`src/rtl/pma_pkg.sv`:
```
// Shared types and constants for the physical-memory-attribute region unit.
package pma_pkg;

    // Number of attribute bits returned per lookup: {exec, cached, nonidem}.
    localparam int unsigned ATTR_W = 3;

    // Widest physical address any instance is expected to use.
    localparam int unsigned MaxAddrWidth = 64;

    // Stored per-entry attribute word; lock sits above the three returned attributes.
    typedef struct packed {
        logic lock;
        logic exec;
        logic cached;
        logic nonidem;
    } pma_attr_t;

    // Field selector on the configuration port.
    typedef enum logic [1:0] {
        FieldBase   = 2'd0,
        FieldLength = 2'd1,
        FieldAttr   = 2'd2,
        FieldRsvd   = 2'd3
    } pma_field_e;

    // One region entry at the widest supported address width.
    typedef struct packed {
        logic [MaxAddrWidth-1:0] base;
        logic [MaxAddrWidth-1:0] length;
        pma_attr_t               attr;
    } pma_rule_t;

    // Strip the lock bit, leaving the attributes a lookup returns.
    function automatic logic [ATTR_W-1:0] attr_bits(input pma_attr_t a);
        return {a.exec, a.cached, a.nonidem};
    endfunction

endpackage

```
`src/rtl/pma_region_match.sv`:
```
// Combinational region comparator and lowest-index priority encoder for one lookup port.
module pma_region_match
    import pma_pkg::*;
#(
    parameter int unsigned       NrRules     = 4,
    parameter int unsigned       AddrWidth   = 64,
    parameter logic [ATTR_W-1:0] DefaultAttr = 3'b000,
    localparam int unsigned      IdxW        = (NrRules > 1) ? $clog2(NrRules) : 1
) (
    input  logic [AddrWidth-1:0]         addr_i,
    input  logic [NrRules*AddrWidth-1:0] base_i,
    input  logic [NrRules*AddrWidth-1:0] length_i,
    input  logic [NrRules*ATTR_W-1:0]    attr_i,
    output logic                         hit_o,
    output logic [IdxW-1:0]              rule_o,
    output logic [ATTR_W-1:0]            attr_o
);

    logic [NrRules-1:0] w_match;

    for (genvar g = 0; g < NrRules; g++) begin : g_rule
        logic [AddrWidth-1:0] w_base;
        logic [AddrWidth-1:0] w_len;
        logic [AddrWidth:0]   w_end;

        assign w_base = base_i[g*AddrWidth +: AddrWidth];
        assign w_len  = length_i[g*AddrWidth +: AddrWidth];
        // One extra bit keeps regions that run past the top of memory from wrapping to zero.
        assign w_end  = {1'b0, w_base} + {1'b0, w_len};
        assign w_match[g] = (w_len != '0) && (addr_i >= w_base) && ({1'b0, addr_i} < w_end);
    end

    // Scan from the highest index down so the lowest matching entry is the last to win.
    always_comb begin
        hit_o  = 1'b0;
        rule_o = '0;
        attr_o = DefaultAttr;
        for (int i = NrRules - 1; i >= 0; i--) begin
            if (w_match[i]) begin
                hit_o  = 1'b1;
                rule_o = IdxW'(i);
                attr_o = attr_i[i*ATTR_W +: ATTR_W];
            end
        end
    end

endmodule

```
`src/rtl/pma_region_unit.sv`:
```
// Runtime-programmable PMA table: region storage, CSR-side config port and one registered
// lookup stage per port with valid/ready handshakes on both sides.
module pma_region_unit
    import pma_pkg::*;
#(
    parameter int unsigned                  NrRules     = 4,
    parameter int unsigned                  NrPorts     = 2,
    parameter int unsigned                  AddrWidth   = 64,
    parameter logic [NrRules*AddrWidth-1:0] RstBase     = '0,
    parameter logic [NrRules*AddrWidth-1:0] RstLength   = '0,
    parameter logic [NrRules*ATTR_W-1:0]    RstAttr     = '0,
    parameter logic [ATTR_W-1:0]            DefaultAttr = 3'b000,
    localparam int unsigned                 IdxW        = (NrRules > 1) ? $clog2(NrRules) : 1
) (
    input  logic                         clk_i,
    input  logic                         rst_ni,
    input  logic                         cfg_we_i,
    input  logic                         cfg_re_i,
    input  logic [IdxW-1:0]              cfg_idx_i,
    input  logic [1:0]                   cfg_field_i,
    input  logic [AddrWidth-1:0]         cfg_wdata_i,
    output logic [AddrWidth-1:0]         cfg_rdata_o,
    output logic                         cfg_err_o,
    input  logic [NrPorts-1:0]           req_valid_i,
    output logic [NrPorts-1:0]           req_ready_o,
    input  logic [NrPorts*AddrWidth-1:0] req_addr_i,
    output logic [NrPorts-1:0]           rsp_valid_o,
    input  logic [NrPorts-1:0]           rsp_ready_i,
    output logic [NrPorts-1:0]           rsp_hit_o,
    output logic [NrPorts*IdxW-1:0]      rsp_rule_o,
    output logic [NrPorts*ATTR_W-1:0]    rsp_attr_o
);

    // Region table.
    logic [AddrWidth-1:0] r_base   [NrRules];
    logic [AddrWidth-1:0] r_length [NrRules];
    pma_attr_t            r_attr   [NrRules];

    // Config-port state.
    logic [AddrWidth-1:0] r_cfg_rdata;
    logic                 r_cfg_err;

    // Config decode.
    logic [31:0]          w_idx_ext;
    logic                 w_idx_ok;
    pma_field_e           w_field;
    logic [AddrWidth-1:0] w_sel_base;
    logic [AddrWidth-1:0] w_sel_length;
    pma_attr_t            w_sel_attr;
    logic [3:0]           w_sel_attr_bits;
    logic                 w_wr_err;
    logic                 w_wr_en;
    logic [AddrWidth-1:0] w_rd_data;

    // Flattened table seen by every lookup port.
    logic [NrRules*AddrWidth-1:0] w_base_flat;
    logic [NrRules*AddrWidth-1:0] w_length_flat;
    logic [NrRules*ATTR_W-1:0]    w_attr_flat;

    // Indices past NrRules only exist when NrRules is not a power of two.
    assign w_idx_ext = 32'(cfg_idx_i);
    assign w_idx_ok  = (w_idx_ext < NrRules);
    assign w_field   = pma_field_e'(cfg_field_i);

    // Select the addressed entry; an out-of-range index reads as all zeros.
    always_comb begin
        w_sel_base   = '0;
        w_sel_length = '0;
        w_sel_attr   = '0;
        for (int i = 0; i < NrRules; i++) begin
            if (cfg_idx_i == IdxW'(i)) begin
                w_sel_base   = r_base[i];
                w_sel_length = r_length[i];
                w_sel_attr   = r_attr[i];
            end
        end
    end

    assign w_sel_attr_bits = w_sel_attr;

    // Locked entries, the reserved field and nonexistent entries all refuse writes.
    assign w_wr_err = cfg_we_i && (!w_idx_ok || (w_field == FieldRsvd) || w_sel_attr.lock);
    assign w_wr_en  = cfg_we_i && !w_wr_err;

    // Read mux; reads the pre-write table, so a same-cycle write is not visible.
    always_comb begin
        w_rd_data = '0;
        if (w_idx_ok) begin
            unique case (w_field)
                FieldBase:   w_rd_data = w_sel_base;
                FieldLength: w_rd_data = w_sel_length;
                FieldAttr:   w_rd_data = AddrWidth'(w_sel_attr_bits);
                default:     w_rd_data = '0;
            endcase
        end
    end

    // Table storage: reset image from parameters, then accepted config writes.
    always_ff @(posedge clk_i or negedge rst_ni) begin
        if (!rst_ni) begin
            for (int i = 0; i < NrRules; i++) begin
                r_base[i]   <= RstBase[i*AddrWidth +: AddrWidth];
                r_length[i] <= RstLength[i*AddrWidth +: AddrWidth];
                r_attr[i]   <= {1'b0, RstAttr[i*ATTR_W +: ATTR_W]};
            end
        end else if (w_wr_en) begin
            for (int i = 0; i < NrRules; i++) begin
                if (cfg_idx_i == IdxW'(i)) begin
                    unique case (w_field)
                        FieldBase:   r_base[i]   <= cfg_wdata_i;
                        FieldLength: r_length[i] <= cfg_wdata_i;
                        FieldAttr:   r_attr[i]   <= pma_attr_t'(cfg_wdata_i[3:0]);
                        default:     ;
                    endcase
                end
            end
        end
    end

    // Config response: read data holds between reads; error is a single-cycle pulse.
    always_ff @(posedge clk_i or negedge rst_ni) begin
        if (!rst_ni) begin
            r_cfg_rdata <= '0;
            r_cfg_err   <= 1'b0;
        end else begin
            r_cfg_err <= w_wr_err;
            if (cfg_re_i) begin
                r_cfg_rdata <= w_rd_data;
            end
        end
    end

    assign cfg_rdata_o = r_cfg_rdata;
    assign cfg_err_o   = r_cfg_err;

    // Pack the table for the per-port comparators (lock bit is not a lookup attribute).
    always_comb begin
        w_base_flat   = '0;
        w_length_flat = '0;
        w_attr_flat   = '0;
        for (int i = 0; i < NrRules; i++) begin
            w_base_flat[i*AddrWidth +: AddrWidth]   = r_base[i];
            w_length_flat[i*AddrWidth +: AddrWidth] = r_length[i];
            w_attr_flat[i*ATTR_W +: ATTR_W]         = attr_bits(r_attr[i]);
        end
    end

    for (genvar p = 0; p < NrPorts; p++) begin : g_port
        logic              w_hit;
        logic [IdxW-1:0]   w_rule;
        logic [ATTR_W-1:0] w_attr;
        logic              w_xfer;
        logic              r_valid;
        logic              r_hit;
        logic [IdxW-1:0]   r_rule;
        logic [ATTR_W-1:0] r_attr_q;

        pma_region_match #(
            .NrRules     (NrRules),
            .AddrWidth   (AddrWidth),
            .DefaultAttr (DefaultAttr)
        ) u_match (
            .addr_i   (req_addr_i[p*AddrWidth +: AddrWidth]),
            .base_i   (w_base_flat),
            .length_i (w_length_flat),
            .attr_i   (w_attr_flat),
            .hit_o    (w_hit),
            .rule_o   (w_rule),
            .attr_o   (w_attr)
        );

        assign req_ready_o[p] = !r_valid || rsp_ready_i[p];
        assign w_xfer         = req_valid_i[p] && req_ready_o[p];

        // Response register: load on accept, drop on consume, otherwise hold (stall).
        always_ff @(posedge clk_i or negedge rst_ni) begin
            if (!rst_ni) begin
                r_valid  <= 1'b0;
                r_hit    <= 1'b0;
                r_rule   <= '0;
                r_attr_q <= '0;
            end else if (w_xfer) begin
                r_valid  <= 1'b1;
                r_hit    <= w_hit;
                r_rule   <= w_rule;
                r_attr_q <= w_attr;
            end else if (rsp_ready_i[p]) begin
                r_valid  <= 1'b0;
            end
        end

        assign rsp_valid_o[p]                = r_valid;
        assign rsp_hit_o[p]                  = r_hit;
        assign rsp_rule_o[p*IdxW +: IdxW]    = r_rule;
        assign rsp_attr_o[p*ATTR_W +: ATTR_W] = r_attr_q;
    end

endmodule
```
`config.mk`:
```
export PLATFORM = sky130hd
export DESIGN_NAME = pma_region_unit
export DESIGN_NICKNAME = d
export VERILOG_FILES = /design/src/rtl/pma_pkg.sv /design/src/rtl/pma_region_match.sv /design/src/rtl/pma_region_unit.sv
export SDC_FILE = /design/constraint.sdc
export NUM_CORES = 2
export LEC_CHECK = 0
export CORE_AREA = 2 2 343 345
export DETAILED_ROUTE_END_ITERATION = 8
export DIE_AREA = 0 0 345 347
export PLACE_DENSITY = 0.76
export RECOVER_POWER = 25
export SLEW_MARGIN = 30
export SYNTH_ARGS = -nofsm -noshare
export SYNTH_HDL_FRONTEND = slang
export SYNTH_SLANG_ARGS = --single-unit
```
`constraint.sdc`:
```
create_clock -name clk_i -period 9.7 [get_ports clk_i]
set_input_delay 1.94 -clock clk_i [delete_from_list [all_inputs] [get_ports clk_i]]
set_output_delay 1.94 -clock clk_i [all_outputs]
set_load 0.01 [all_outputs]
```
==> summary.txt <==
Worst setup path
  – Worst r2r path cells: 23
  – Type of origin of the critical path: register
  – Worst R2R End: g_port[1].r_rule[1]
  – Max FO, Critical Path: 6
  – Reg-to-reg startpoint: r_length[209]
  – R2R Setup Slk: between 0.6 and 0.7 ns
  – Crit path required time: roughly 10 ns
  – Arr. time, crit path: between 9 and 10 ns
  – Critical setup path kind: reg -> reg
  – Crit path capture type: register

CTS
  – CTS buffer count: 78
  – Clock Path Buffers: 3
  – TritonCTS clock tree: done
  – Clk slew on worst S/H paths: ~0.06 ns
  – CTS Hold Bufs: 0
  – Clk Tree Root Cell: clkbuf_16
  – Postcts setup bufs: 0
  – Clk sink count: around 610
  – H-tree Lvls: 3
  – CTS resizes: 0
  – Worst-Skew Late Latency: approximately 0.70 ns

Route
  – DRC Markers: 0
  – Antenna Violating Nets Remaining: 0
  – Routed wire per std cell: between 30 and 40 um
  – Routed wire length: 303 mm
  – Drt pass-1 iters: 9
  – DR iter-0 viols: roughly 8500
  – Vias: between 60000 and 70000
  – Vias per cell: about 7.0

Placed design
  – Post-DP HPWL: around 240 mm
  – PortBufs: between 200 and 300
  – Pre-CTS setup slack: roughly 1.3 ns
  – GP Congestion: about 1.1

Power
  – Maximum VDD drop: ~240 uV
  – Pint: 11200 uW
  – Power Density: around 330 mW/mm^2
  – Reg power frac: between 10% and 20%
  – Switching share of power: a little over half
  – Comb power frac: 67.8%
  – Clock power share: between 10% and 20%
  – Net Sw Power: ~12000 uW
  – P_leak: 0.0333 uW

Yosys
  – Post-synth EDFFs: 0
  – Fraction of registers with async set/reset: 100%
  – Post-synth top flop: dfrtp_1
  – Synth unique cells: 96
  – FF+latch count, synth: between 600 and 700
  – Post-synth top area cell: ha_1
  – Mapped Nets: just under 9000
  – Synth Warn #: 0
  – Syn avg cell area: approximately 8.6 um^2
  – Mapped Area: between 0.06 and 0.07 mm^2
  – Register area share after synthesis: roughly a quarter
  – Area share of the largest cell type after synthesis: between 20% and 30%
  – Ranking of synthesized cells by area: ha_1 (25%), dfrtp_1 (24%), a21oi_1 (5.7%)
  – Synth Instances: 7328

Global routing
  – Antenna violations before repair: 26
  – Overall Global Routing Usage: approximately half
  – First-pass GRT wire length: between 400 and 500 mm
  – Total gr overflow: 0
  – Vias in the first global route: 61691
  – Largest net degree at the start of global routing: roughly 150

Hold path
  – Min-delay src: r_attr[15]
  – Hold Crit Class: reg -> reg
  – Hold path depth: 1
  – Worst Hold End: r_attr[15]

Final layout
  – Area delta synth->final: 12.2%
  – Nets: approximately 9000
  – # fillers: 10114
  – Layout cells sized above 1: 8.25%
  – Multi-input logic area: 0.0460 mm^2
  – Register area: 0.0152 mm^2

STA
  – Final hold violation count: 0
  – Final Setup Violations: 0
  – Fin Clk Skew: roughly 0.04 ns
  – Crit share post-route: between 90% and 100%
  – Max Slew Vio Count: 370
  – Setup ws final: between 0.6 and 0.7 ns
  – TNS Setup: 0 ns
  – Minimum clock period: a little over 9 ns
  – RSZ-0062 raised after global routing: false
  – Achievable Freq: roughly 0.11 GHz
  – Least-Margin Pin Slew: roughly 4.4 ns
  – Hold_ws: between 0.4 and 0.5 ns
  – Normalized max-slew margin: -192%

Outcome
  – Status: finished with violations
  – Violations in the final reports: capacitance limit, slew limit

Flow run
  – Maxcap violations: 5

Floorplanning
  – Core area: 0.116 mm^2
  – Die Wd: around 350 um
  – Die Area: around 0.12 mm^2
  – Die Y: ~350 um
  – Site Rows: about 130
  – Starting Density: around 55%
  – Top Ports: approximately 290
critical path: stages, from the launching register on:
cell and delay, ns:
dfrtp_1 0.41, ha_1 0.52, nand4_1 0.43, nor4_1 0.73, nor4b_2 0.59, o21ai_1 0.42, a21oi_1 0.27, o21ai_1 0.15
o2111ai_1 0.59, a41o_1 0.44, a31oi_1 0.32, o31ai_2 0.87, mux2i_1 0.16, nor3_1 0.38, ha_1 0.20, nand4_1 0.19
or4_1 0.54, nor4_1 0.59, o21a_1 0.21, o32a_1 0.18, o21ai_0 0.12, a21oi_1 0.38, nand2_1 0.09, o21ai_0 0.19
per-layer routing:
| metal | vias up | wire (um) | GRT usage, % |
|---|---|---|---|
| met5 | - | 366 | 1.12 |
| met4 | 30 | 25200 | 33.5 |
| met3 | 1152 | 43900 | 18.6 |
| met2 | 4596 | 118000 | 68.8 |
| met1 | 30678 | 115000 | 62.8 |
| li1 | 28012 | - | - |
final cells by class:
type                            count  area share (%)
Antenna cell                       10          0.0352
Clock buffer                      102            3.07
Clock inverter                     44           0.854
Inverter                          398            2.10
Multi-Input combinational cell   6065            64.6
Sequential cell                   607            21.4
Tap cell                         1524            2.68
Timing Repair Buffer              395            5.23
stage by stage:
step | std cells | utilization, % | total power [uW] | cell area (um^2)
2_1_floorplan | 7328 | - | 14000 | 63300
3_3_place_gp | 8986 | 58.9 | 19300 | 68100
3_5_place_dp | 8988 | 58.9 | 19600 | 68200
4_1_cts | 9134 | 61.4 | 22900 | 71000
5_1_grt | 9137 | 61.4 | 25100 | 71100
6_report | 9145 | 61.4 | 23600 | 71100
how the worst max path moves through the flow:
stage / slack [ns] / start / to
2_1_floorplan: 4.16 / r_base[128] / g_port[0].r_attr_q[1]
3_3_place_gp: 1.49 / r_length[209] / g_port[0].r_attr_q[2]
3_5_place_dp: 1.35 / r_length[209] / g_port[1].r_rule[1]
4_1_cts: 1.28 / r_length[209] / g_port[1].r_rule[1]
5_1_grt: 0.51 / rst_ni / r_base[221]
6_report: 0.62 / r_length[209] / g_port[1].r_rule[1]
cell usage after synthesis (16+ instances only):
cell type and instances:
o22ai_1 117, clkbuf_1 230, nor4_1 101, o21a_1 60, o21ai_1 24, or3_1 18, o2111ai_1 17, dfrtp_1 607
nand3_1 124, a22oi_1 68, xor2_1 110, buf_1 21, o31ai_1 19, inv_1 397, mux2i_1 65, a221oi_1 40
a211oi_1 66, a21oi_1 727, a21o_1 336, nor2b_1 87, and4_1 27, a2111oi_0 27, and3_1 34, nand2b_1 65
nand2_1 593, o211ai_1 75, xnor2_1 127, and2_1 16, nor2_1 330, nand4_1 203, mux2_2 285, o21ai_0 678
a31oi_1 46, o21bai_1 40, ha_1 1268, nor3_1 61
registers in the layout, summed over array words and instances, names as in the netlist:
| name | cells |
|---|---|
| r_length | 256 |
| g_port.r_hit | 2 |
| g_port.r_attr_q | 6 |
| g_port.r_valid | 2 |
| cfg_rdata_o | 64 |
| cfg_err_o | 1 |
| r_base | 256 |
| r_attr | 16 |
| g_port.r_rule | 4 |
power groups by stage:
| stage | combinational [uW] | sequential [uW] | clock (uW) |
|---|---|---|---|
| after CTS | 15400 | 4260 | 3250 |
| after floorplan | 10200 | 3780 | 0 |
| after global routing | 17400 | 4370 | 3350 |
| after detailed placement | 15300 | 4300 | 0 |
| final | 16000 | 4350 | 3270 |
| after global placement | 15000 | 4270 | 0 |
logic make-up (layout without fill, tap and decap cells):
| logic type | after synthesis | in the layout | synth area share (%) |
|---|---|---|---|
| xor gates and xnor gates | 237 | 237 | 3.28 |
| AOI/OAI and AO/OA | 2497 | 2497 | 24.3 |
| DFF | 607 | 607 | 24.0 |
| and+or+nand+nor | 1701 | 1701 | 13.0 |
| buffers and inverters | 656 | 939 | 3.93 |
| muxes | 356 | 356 | 6.31 |
| adders and majority gates | 1274 | 1274 | 25.2 |
| other | 0 | 10 | 0 |
layout by cell type, fill, tap and decap left out, types with 64 or more instances in the layout:
cell type,n
a21o_1,336
ha_1,1268
nand2b_1,65
o22ai_1,117
nor4_1,89
nand3_1,124
o21ai_0,675
mux2_2,285
inv_1,396
mux2i_1,65
xor2_1,110
o211ai_1,75
clkbuf_16,79
xnor2_1,127
a211oi_1,64
dfrtp_1,607
buf_4,105
a21oi_1,726
a22oi_1,68
nor2_1,318
clkdlybuf4s50_1,276
nor2b_1,86
nand2_1,591
nand4_1,203
(Power assumes the default switching activity.)
